[src/rtl/matrix_mul_pkg.sv]
// Shared types and helpers for the sequential NxN matrix multiplier.
// Covers the FSM state encoding, packed-element indexing and accumulator sizing.
package matrix_mul_pkg;

    typedef enum logic [1:0] {
        IDLE = 2'd0,
        MAC  = 2'd1,
        DONE = 2'd2
    } state_t;

    // Bit offset of element (i,j); row 0, col 0 occupies the MSBs of the packed vector.
    function automatic int elem_lsb(input int i, input int j, input int n, input int ew);
        return (n * n - 1 - (i * n + j)) * ew;
    endfunction

    // An N-term dot product of W-bit operands fits in 2*W+clog2(N) bits; keep at least one guard bit.
    function automatic int acc_width(input int w, input int n);
        return 2 * w + ((n > 1) ? $clog2(n) : 1);
    endfunction

    localparam int DEFAULT_N     = 2;
    localparam int DEFAULT_W     = 8;
    localparam int DEFAULT_ACC_W = acc_width(DEFAULT_W, DEFAULT_N);

endpackage

[src/rtl/matrix_mul_seq_if.sv]
// Operand-in / result-out handshake bundle of the sequential matrix multiplier.
// The loader-side driver uses the master modport; the multiplier uses slave.
interface matrix_mul_seq_if #(
    parameter int N     = 2,
    parameter int W     = 8,
    parameter int OUT_W = 8
);
    logic                 in_valid;
    logic                 in_ready;
    logic [N*N*W-1:0]     A;
    logic [N*N*W-1:0]     B;
    logic                 out_valid;
    logic                 out_ready;
    logic [N*N*OUT_W-1:0] Res;

    modport master (
        output in_valid, A, B, out_ready,
        input  in_ready, out_valid, Res
    );

    modport slave (
        input  in_valid, A, B, out_ready,
        output in_ready, out_valid, Res
    );
endinterface

[src/rtl/matrix_mul_seq_mac_unit.sv]
// Single shared multiply-accumulate: registered accumulator, combinational acc + a*b.
// The accumulator is wide enough that a full dot product never wraps internally.
module mac_unit #(
    parameter int W      = 8,
    parameter int ACC_W  = 17,
    parameter int SIGNED = 0
) (
    input  logic             clk,
    input  logic             rst,
    input  logic             clr,
    input  logic             en,
    input  logic [W-1:0]     a,
    input  logic [W-1:0]     b,
    output logic [ACC_W-1:0] sum
);

    logic [ACC_W-1:0] acc;
    logic [ACC_W-1:0] prod;

    // Operands are widened to the accumulator width first so the low ACC_W bits are exact.
    if (SIGNED != 0) begin : g_signed
        logic signed [ACC_W-1:0] a_ext;
        logic signed [ACC_W-1:0] b_ext;
        assign a_ext = ACC_W'($signed(a));
        assign b_ext = ACC_W'($signed(b));
        assign prod  = a_ext * b_ext;
    end else begin : g_unsigned
        assign prod = ACC_W'(a) * ACC_W'(b);
    end

    assign sum = acc + prod;

    // clr wins over en so the last term of a dot product can be consumed and cleared together.
    always_ff @(posedge clk) begin
        if (rst) begin
            acc <= '0;
        end else if (clr) begin
            acc <= '0;
        end else if (en) begin
            acc <= sum;
        end
    end

endmodule

[src/rtl/matrix_mul_seq.sv]
// Sequential NxN matrix multiplier: latches A/B on a handshake, walks i/j/k through one
// shared MAC (N^3 cycles), then presents Res until the consumer accepts it.
module matrix_mul_seq
    import matrix_mul_pkg::*;
#(
    parameter int N      = 2,
    parameter int W      = 8,
    parameter int OUT_W  = 8,
    parameter int SIGNED = 0
) (
    input  logic           clk,
    input  logic           rst,
    matrix_mul_seq_if.slave bus
);

    localparam int ACC_W = acc_width(W, N);
    localparam int IDX_W = (N > 1) ? $clog2(N) : 1;
    localparam logic [IDX_W-1:0] LAST = IDX_W'(N - 1);

    state_t state;
    state_t state_next;

    logic [IDX_W-1:0]     i;
    logic [IDX_W-1:0]     j;
    logic [IDX_W-1:0]     k;
    logic [N*N*W-1:0]     a_reg;
    logic [N*N*W-1:0]     b_reg;
    logic [N*N*OUT_W-1:0] res_reg;

    logic             load;
    logic             mac_clr;
    logic             mac_en;
    logic             in_ready;
    logic             out_valid;
    logic             last_k;
    logic             last_step;
    logic [W-1:0]     a_elem;
    logic [W-1:0]     b_elem;
    logic [ACC_W-1:0] mac_sum;
    logic [OUT_W-1:0] res_elem;

    assign a_elem    = a_reg[elem_lsb(int'(i), int'(k), N, W) +: W];
    assign b_elem    = b_reg[elem_lsb(int'(k), int'(j), N, W) +: W];
    assign last_k    = (k == LAST);
    assign last_step = last_k && (i == LAST) && (j == LAST);

    // Narrower results keep the low bits; wider results are sign- or zero-extended.
    if (OUT_W <= ACC_W) begin : g_trunc
        assign res_elem = mac_sum[OUT_W-1:0];
    end else if (SIGNED != 0) begin : g_sext
        assign res_elem = OUT_W'($signed(mac_sum));
    end else begin : g_zext
        assign res_elem = OUT_W'(mac_sum);
    end

    mac_unit #(
        .W      (W),
        .ACC_W  (ACC_W),
        .SIGNED (SIGNED)
    ) u_mac (
        .clk (clk),
        .rst (rst),
        .clr (mac_clr),
        .en  (mac_en),
        .a   (a_elem),
        .b   (b_elem),
        .sum (mac_sum)
    );

    always_ff @(posedge clk) begin
        if (rst) begin
            state <= IDLE;
        end else begin
            state <= state_next;
        end
    end

    always_comb begin
        state_next = state;
        load       = 1'b0;
        mac_clr    = 1'b0;
        mac_en     = 1'b0;
        in_ready   = 1'b0;
        out_valid  = 1'b0;
        case (state)
            IDLE: begin
                in_ready = 1'b1;
                if (bus.in_valid) begin
                    load       = 1'b1;
                    mac_clr    = 1'b1;
                    state_next = MAC;
                end
            end
            MAC: begin
                mac_en  = 1'b1;
                mac_clr = last_k;
                if (last_step) begin
                    state_next = DONE;
                end
            end
            DONE: begin
                out_valid = 1'b1;
                if (bus.out_ready) begin
                    state_next = IDLE;
                end
            end
            default: begin
                state_next = IDLE;
            end
        endcase
    end

    // Operands are captured only at accept; each finished dot product lands in Res(i,j).
    always_ff @(posedge clk) begin
        if (rst) begin
            a_reg   <= '0;
            b_reg   <= '0;
            res_reg <= '0;
            i       <= '0;
            j       <= '0;
            k       <= '0;
        end else if (load) begin
            a_reg <= bus.A;
            b_reg <= bus.B;
            i     <= '0;
            j     <= '0;
            k     <= '0;
        end else if (state == MAC) begin
            if (last_k) begin
                res_reg[elem_lsb(int'(i), int'(j), N, OUT_W) +: OUT_W] <= res_elem;
                k <= '0;
                if (j == LAST) begin
                    j <= '0;
                    i <= (i == LAST) ? '0 : i + 1'b1;
                end else begin
                    j <= j + 1'b1;
                end
            end else begin
                k <= k + 1'b1;
            end
        end
    end

    assign bus.in_ready  = in_ready;
    assign bus.out_valid = out_valid;
    assign bus.Res       = res_reg;

endmodule

[src/flat_wrapper.sv]
// flat-port wrapper written by rule: the top's interface ports become plain ports
module matrix_mul_seq_flat import matrix_mul_pkg::*;
#(
    parameter int N      = 2,
    parameter int W      = 8,
    parameter int OUT_W  = 8,
    parameter int SIGNED = 0
)
  (clk, rst, bus_in_valid, bus_A, bus_B, bus_out_ready, bus_in_ready, bus_out_valid, bus_Res);
  matrix_mul_seq_if #(.N(N), .W(W), .OUT_W(OUT_W)) bus_i ();
  input  logic clk;
  input  logic rst;
  input wire logic [$bits(bus_i.in_valid)-1:0] bus_in_valid;
  input wire logic [$bits(bus_i.A)-1:0] bus_A;
  input wire logic [$bits(bus_i.B)-1:0] bus_B;
  input wire logic [$bits(bus_i.out_ready)-1:0] bus_out_ready;
  output wire logic [$bits(bus_i.in_ready)-1:0] bus_in_ready;
  output wire logic [$bits(bus_i.out_valid)-1:0] bus_out_valid;
  output wire logic [$bits(bus_i.Res)-1:0] bus_Res;
  assign bus_i.in_valid = bus_in_valid;
  assign bus_i.A = bus_A;
  assign bus_i.B = bus_B;
  assign bus_i.out_ready = bus_out_ready;
  assign bus_in_ready = bus_i.in_ready;
  assign bus_out_valid = bus_i.out_valid;
  assign bus_Res = bus_i.Res;
  matrix_mul_seq #(.N(N), .W(W), .OUT_W(OUT_W), .SIGNED(SIGNED)) u_core (.clk(clk), .rst(rst), .bus(bus_i));
endmodule
[config.mk]
export PLATFORM = sky130hd
export DESIGN_NAME = matrix_mul_seq_flat
export DESIGN_NICKNAME = d
export VERILOG_FILES = /design/src/rtl/matrix_mul_pkg.sv /design/src/rtl/matrix_mul_seq_if.sv /design/src/rtl/matrix_mul_seq_mac_unit.sv /design/src/rtl/matrix_mul_seq.sv /design/src/flat_wrapper.sv
export SDC_FILE = /design/constraint.sdc
export NUM_CORES = 1
export LEC_CHECK = 0
export ABC_AREA = 1
export CORE_ASPECT_RATIO = 1.2
export CORE_MARGIN = 2
export CORE_UTILIZATION = 57
export CTS_CLUSTER_DIAMETER = 50
export DETAILED_ROUTE_END_ITERATION = 6
export GPL_ROUTABILITY_DRIVEN = 0
export GPL_TIMING_DRIVEN = 0
export PLACE_DENSITY = 0.92
export SYNTH_ARGS = -nofsm -noshare
export SYNTH_HDL_FRONTEND = slang
export SYNTH_HIERARCHICAL = 1
export SYNTH_SLANG_ARGS = --single-unit
export TNS_END_PERCENT = 50
[constraint.sdc]
create_clock -name clk -period 6.1 [get_ports clk]
set_input_delay 1.22 -clock clk [delete_from_list [all_inputs] [get_ports clk]]
set_output_delay 1.22 -clock clk [all_outputs]
set_load 0.02 [all_outputs]
==> run_results.csv <==
group,metric,value,unit
outcome,status,"completed",
floorplan,placeableCoreArea,10570,µm²
drt,antenna_violating_nets_post_route,0,
timing,finalSetupViolCount,0,
min_path,path_class_of_the_lowest_slack_min_delay_path,"reg2reg",
placed_design,placement.cell_area,7365,µm²
clock_tree,cts.path.max_buffers,2,
finish,n_antenna_cell,0,
floorplan,die_w,99.15,µm
clock_tree,clkTransAtPathRegs,0.08,ns
timing,unrepaired_setup_endpoints_after_global_routing,"no",
global_route,antenna_found_initial,0,
finish,layout-area-overhead-vs-synth,24.35,%
clock_tree,cts_sinks,109,
power,switch_share,0.3061,
floorplan,fp.dieArea,11720,µm²
clock_tree,postCtsResizedCells,0,
yosys,post_syn_instances,909,
timing,maxSlewHeadroom,0.6848,
power,power.static_leakage,3.610,nW
setup_path,worst-endpoint-required,6.39,ns
setup_path,critical_path_maximum_fanout,10,
floorplan,top_level_ports,102,
power,p_sw,0.0005690,W
setup_path,setup.worst_path.end_class,"flop",
power,max_vdd_drop,0.1633,mV
drt,dr.pass1.iters,5,
drt,routed_wl,15900,µm
floorplan,fp-row-count,41,
floorplan,die_y,118.2,µm
clock_tree,cts-htree-levels,3,
yosys,syn_area,6192,µm²
timing,hold_viol,0,
timing,setup-tns-final,0,ns
placed_design,io_buffer_count,101,
finish,most_common_cell_after_layout_fill_and_taps_aside,"sky130_fd_sc_hd__nor2_1",
finish,design.final.nets,1137,
global_route,grt_first_pass_wirelength,25900,µm
drt,num_vias,5970,
floorplan,start_util,0.5860,
timing,skew,0.007031,ns
timing,slew_violations,0,
global_route,groute.usage.overall,0.2743,
power,share_of_total_power_in_sequential_cells,0.419,
finish,stdcell_area,7700,µm²
drt,route.detailed.drc,0,
timing,layout_worst_path_cycle_share,0.9379,
finish,mostFrequentLayoutCells,"sky130_fd_sc_hd__nor2_1, sky130_fd_sc_hd__inv_1, sky130_fd_sc_hd__nand2_1, sky130_fd_sc_hd__dfxtp_1, sky130_fd_sc_hd__clkdlybuf4s50_1",
power,share_comb_of_total_power,0.234,
clock_tree,cts_hold_buffers,0,
global_route,number_of_global_route_vias_before_repair,5695,
placed_design,detailedPlacementHpwl,11820,µm
power,clk_pwr_share,0.347,
finish,post-route-util,0.7286,
clock_tree,clkLatencyLatePin,0.35,ns
setup_path,start_kind,"flop",
clock_tree,cts_tree,"yes",
timing,fin_ws,0.3788,ns
yosys,number_of_warning_messages_in_the_yosys_log,6,
drt,routed_via_density,5.169,
global_route,grt_max_degree,20,
placed_design,dpl_worst_slack,0.6013,ns
timing,final_period_minus_worst_setup_slack,5.721,ns
setup_path,critical_path_class,"reg2reg",
clock_tree,clk_root_buffer_cell,"sky130_fd_sc_hd__clkbuf_16",
power,p_int,0.001290,W
timing,max_freq,174.8,MHz
global_route,grt_overflow_total,0,
flow_run,maxCapViolations,0,
drt,wl_per_cell,13.76,µm
finish,post_route_cells_drive_above_1_share,0.05945,
timing,max_slew.worst_pin.slew,0.4728,ns
yosys,synth.net_count,1025,
setup_path,timing.critical_path.arrival,6.01,ns
power,cellPowerDensity,241.4,nW/µm²
clock_tree,cts_made_buffers,9,
drt,initialDrtViolationCount,456,
setup_path,number_of_cell_instances_on_the_worst_register_to_register_path,24,
clock_tree,cts_post_setup_buffers_inserted,0,
min_path,min_delay_path_depth,2,
yosys,syn-mean-instance-area,6.812,µm²
[cell type report]
cell class	instances	area, µm²
multi-input combinational	586	3158
fill	774	2868
sequential	109	2182
timing repair buffer	101	1011
inverter	156	590.6
buffer	58	261.5
clock buffer	9	225.2
tap	129	161.4
clock inverter	7	110.1
[per-layer routing]
layer / vias up / GRT usage / wire length, µm / share of wire
met5: - / 0 / 0 / 0
met4: 0 / 0.1592 / 806 / 0.051
met3: 73 / 0.03134 / 1005 / 0.063
met2: 324 / 0.4785 / 7929 / 0.50
met1: 2615 / 0.3206 / 6156 / 0.39
li1: 2958 / - / - / -
[metrics by stage]
| step | cells | hold WS (ns) | power (W) |
|---|---|---|---|
| after floorplan | 909 | 0.4436 | 0.001065 |
| after global placement | 1139 | 0.4519 | 0.001188 |
| after detailed placement | 1139 | 0.4697 | 0.001208 |
| after CTS | 1155 | 0.4819 | 0.001853 |
| after global routing | 1155 | 0.4882 | 0.001941 |
| final | 1155 | 0.4832 | 0.001858 |
[power by group through the flow]
stage	combinational, W	sequential (W)	clock, W
after floorplan	0.000278	0.000786	0
after global placement	0.000396	0.000792	0
after detailed placement	0.000414	0.000794	0
after CTS	0.000426	0.000778	0.000649
after global routing	0.000479	0.000782	0.000679
final	0.000435	0.000779	0.000645
[critical path, cell delays in order, from the launching register on]
cell,delay (ns)
sky130_fd_sc_hd__dfxtp_1,0.40
sky130_fd_sc_hd__buf_2,0.25
sky130_fd_sc_hd__clkbuf_1,0.41
sky130_fd_sc_hd__o21ai_0,0.14
sky130_fd_sc_hd__o22ai_1,0.23
sky130_fd_sc_hd__clkbuf_1,0.37
sky130_fd_sc_hd__nand2_1,0.14
sky130_fd_sc_hd__fa_1,0.50
sky130_fd_sc_hd__inv_1,0.05
sky130_fd_sc_hd__fa_1,0.49
sky130_fd_sc_hd__inv_1,0.05
sky130_fd_sc_hd__fa_1,0.46
sky130_fd_sc_hd__fa_1,0.55
sky130_fd_sc_hd__inv_1,0.04
sky130_fd_sc_hd__ha_1,0.34
sky130_fd_sc_hd__nand2_2,0.07
sky130_fd_sc_hd__nor2_2,0.09
sky130_fd_sc_hd__nor2_2,0.04
sky130_fd_sc_hd__xnor2_1,0.32
sky130_fd_sc_hd__inv_1,0.12
sky130_fd_sc_hd__nor2_1,0.21
sky130_fd_sc_hd__nand3_1,0.10
sky130_fd_sc_hd__nand2_1,0.10
sky130_fd_sc_hd__nand2_1,0.05
sky130_fd_sc_hd__nor2_1,0.11
[final timing paths]
| check | startpoint | end | slack [ns] |
|---|---|---|---|
| min | u_core/a_reg[16]$_SDFFE_PP0P_ | u_core/a_reg[16]$_SDFFE_PP0P_ | 0.48 |
| max | u_core/j$_SDFFE_PP0P_ | u_core/bus.Res[31]$_SDFFE_PP0P_ | 0.38 |
| min reg2reg | u_core/a_reg[16]$_SDFFE_PP0P_ | u_core/a_reg[16]$_SDFFE_PP0P_ | 0.48 |
| max reg2reg | u_core/j$_SDFFE_PP0P_ | u_core/bus.Res[31]$_SDFFE_PP0P_ | 0.38 |
Power figures use the tool's default switching activity.
==> edit: new RTL, same settings <==
`SIGNED` is set to 0 in 3 places; all go to 1.
--- a/src/rtl/matrix_mul_seq_mac_unit.sv
+++ b/src/rtl/matrix_mul_seq_mac_unit.sv
@@ -3,7 +3,7 @@
 module mac_unit #(
     parameter int W      = 8,
     parameter int ACC_W  = 17,
-    parameter int SIGNED = 0
+    parameter int SIGNED = 1
 ) (
     input  logic             clk,
     input  logic             rst,
--- a/src/rtl/matrix_mul_seq.sv
+++ b/src/rtl/matrix_mul_seq.sv
@@ -6,7 +6,7 @@
     parameter int N      = 2,
     parameter int W      = 8,
     parameter int OUT_W  = 8,
-    parameter int SIGNED = 0
+    parameter int SIGNED = 1
 ) (
     input  logic           clk,
     input  logic           rst,
--- a/src/flat_wrapper.sv
+++ b/src/flat_wrapper.sv
@@ -4,7 +4,7 @@
     parameter int N      = 2,
     parameter int W      = 8,
     parameter int OUT_W  = 8,
-    parameter int SIGNED = 0
+    parameter int SIGNED = 1
 )
   (clk, rst, bus_in_valid, bus_A, bus_B, bus_out_ready, bus_in_ready, bus_out_valid, bus_Res);
   matrix_mul_seq_if #(.N(N), .W(W), .OUT_W(OUT_W)) bus_i ();
Check against the original RTL: not settled (the Yosys comparison gave no result); the edit may change what the design does.
==> edit against the unedited design <==
  * Worst hold slack worse by 0.0073 ns
  * Area after synthesis up 3.4%
  * Non-clock buffer count down 1
  * Global-route usage down 0.86 points
  * Wire length down 1.1%
  * Critical path type unchanged
  * Sequential power about the same
  * Largest cell class unchanged
  * Sequential share of layout area down 0.71 points
  * Sequential cell count unchanged
  * Critical path depth unchanged
  * Total power down 1.1%
  * Cell area up 2.6%
  * Worst setup slack worse by 0.079 ns
  * Largest power group unchanged
==> edit: results (changes against the unedited design) <==
Outcome
The run finished with clean final reports.

Logic synthesis
The number of warnings printed during yosys synthesis is 6 (unchanged). The number of cells produced by synthesis is 955 (+5.1%). The synthesized net count is 1076 (+5.0%).

Clock tree
The number of buffers on the longest clock path is 2 (unchanged). The clock latency at the later pin of the worst-skew pair is 0.34 ns. The number of setup buffers added after CTS came to 0 (unchanged). The number of H-tree branching levels came to 3 (unchanged). The cell sitting at the root of the clock tree is a sky130_fd_sc_hd__clkbuf_16. The total clock buffers created by CTS is 9 (unchanged). The clock-pin slew on the worst setup and hold paths is 0.07 ns.

Worst setup path
The cell family contributing the most delay on the critical path is adder cells. The cell count of the worst reg-to-reg path is 24 (unchanged). In this run the critical register-to-register path is captured at u_core/bus.Res[15].

The largest fanout on the critical path is 11 (+1). The worst register-to-register path begins at u_core/j. The cell at the slowest stage of the critical path is sky130_fd_sc_hd__fa_1.

The setup path with the least slack is of type register to register. The register-to-register setup slack was 0.30 ns (-0.08 ns). The worst endpoint data arrival time is 6.08 ns (+0.07 ns).

The delay contributed by the slowest stage of the critical path is 0.58 ns (+0.03 ns).

Worst hold path
The endpoint of the worst hold path is u_core/u_mac/acc[0]. The worst hold path startpoint is u_core/u_mac/acc[0]. The worst min-delay path class is register to register. The number of stages on the worst hold path is 2 (unchanged).

Place
The worst setup slack after placement came to 0.101 ns (-0.501 ns). The post-detailed-placement cell area is 7580 um2 (+2.9%). The number of I/O port buffers is 101 (unchanged). The estimated wirelength of the detail-placed design is 11600 um (-1.9%).

Global routing
The number of antenna violations at the first check in global routing is 0 (unchanged). The maximum number of pins on one net before global-route repair is 19 (-5.0%). The number of global-route vias before repair came to 5975 (+4.9%). The first-pass GRT wire length was 25900 um (unchanged).

The total global-route track usage is 26.6% (-0.86 points).

Pwr
The static leakage power is 3.87 nW (+7.1%). The maximum vdd ir drop is 168 uV (+2.9%).

STA
The worst clock skew came to 0.00572 ns (-0.00131 ns). The final hold slack came to 0.476 ns (-0.00727 ns). The time the final worst path needs with I/O delays and setup is 5.80 ns (+0.0787 ns).

The headroom to the max-slew limit came to 65.1% (-3.4 points).

Drt
The routed wirelength normalized by instance count is 13.1 um (-5.0%). The DRC violation total after the first TritonRoute iteration is 404 (-11%). The post-detailed-route via-to-cell ratio came to 5.18 (+0.15%). The total iterations of the first detailed-routing run is 5 (unchanged). The via count of the routed design is 6222 (+4.2%).

Finish
The share of layout cells above drive strength 1 is 6.54% (+0.60 points). The antenna diode count is 0 (unchanged). The net count of the finished layout was 1188 (+4.5%).
==> edit: worst max path at each step <==
stage                    endpoint  depth (start not counted)
2_1_floorplan  u_core/bus.Res[31]                         23
3_3_place_gp   u_core/bus.Res[15]                         24
3_5_place_dp   u_core/bus.Res[15]                         24
4_1_cts        u_core/bus.Res[15]                         23
5_1_grt        u_core/bus.Res[15]                         24
6_report       u_core/bus.Res[15]                         24
==> edit: power breakdown <==
part | total [mW] | internal [mW] | leakage [nW] | switching (mW)
Sequential | 0.777 | 0.753 | 0.894 | 0.0247
Clock | 0.597 | 0.321 | 0.144 | 0.276
Combinational | 0.463 | 0.179 | 2.83 | 0.284
==> edit: metal layers <==
layer / up-vias / GRT usage, % / wire length (um)
met2: 305 / 46.5 / 7920
li1: 3091 / - / -
met3: 52 / 3.79 / 1060
met1: 2774 / 31.4 / 6130
met5: - / 0 / 0
met4: 0 / 13.2 / 614
==> edit: cell type report <==
class	count	area [um2]
well taps	132	165
clock buffers	9	225
flip-flops and latches	109	2180
fillers	783	3090
multi-input cells	618	3330
repair buffers	101	1010
inverters	171	647
clock inverters	5	67.6
plain buffers	57	267
==> edit: timing repair <==
action / 4_1_cts / 5_1_grt
gates resized for setup: 1 / 14
cloned: 0 / 0
endpoints found under the setup margin: 1 / 6
==> edit: tightest hold or removal path, delay by kind of cell (launching register included) <==
kind | cells | cell delay, ns
AND/OR/NAND/NOR | 1 | 0.06
AO/OA/AOI/OAI | 1 | 0.05
flip-flops | 1 | 0.32
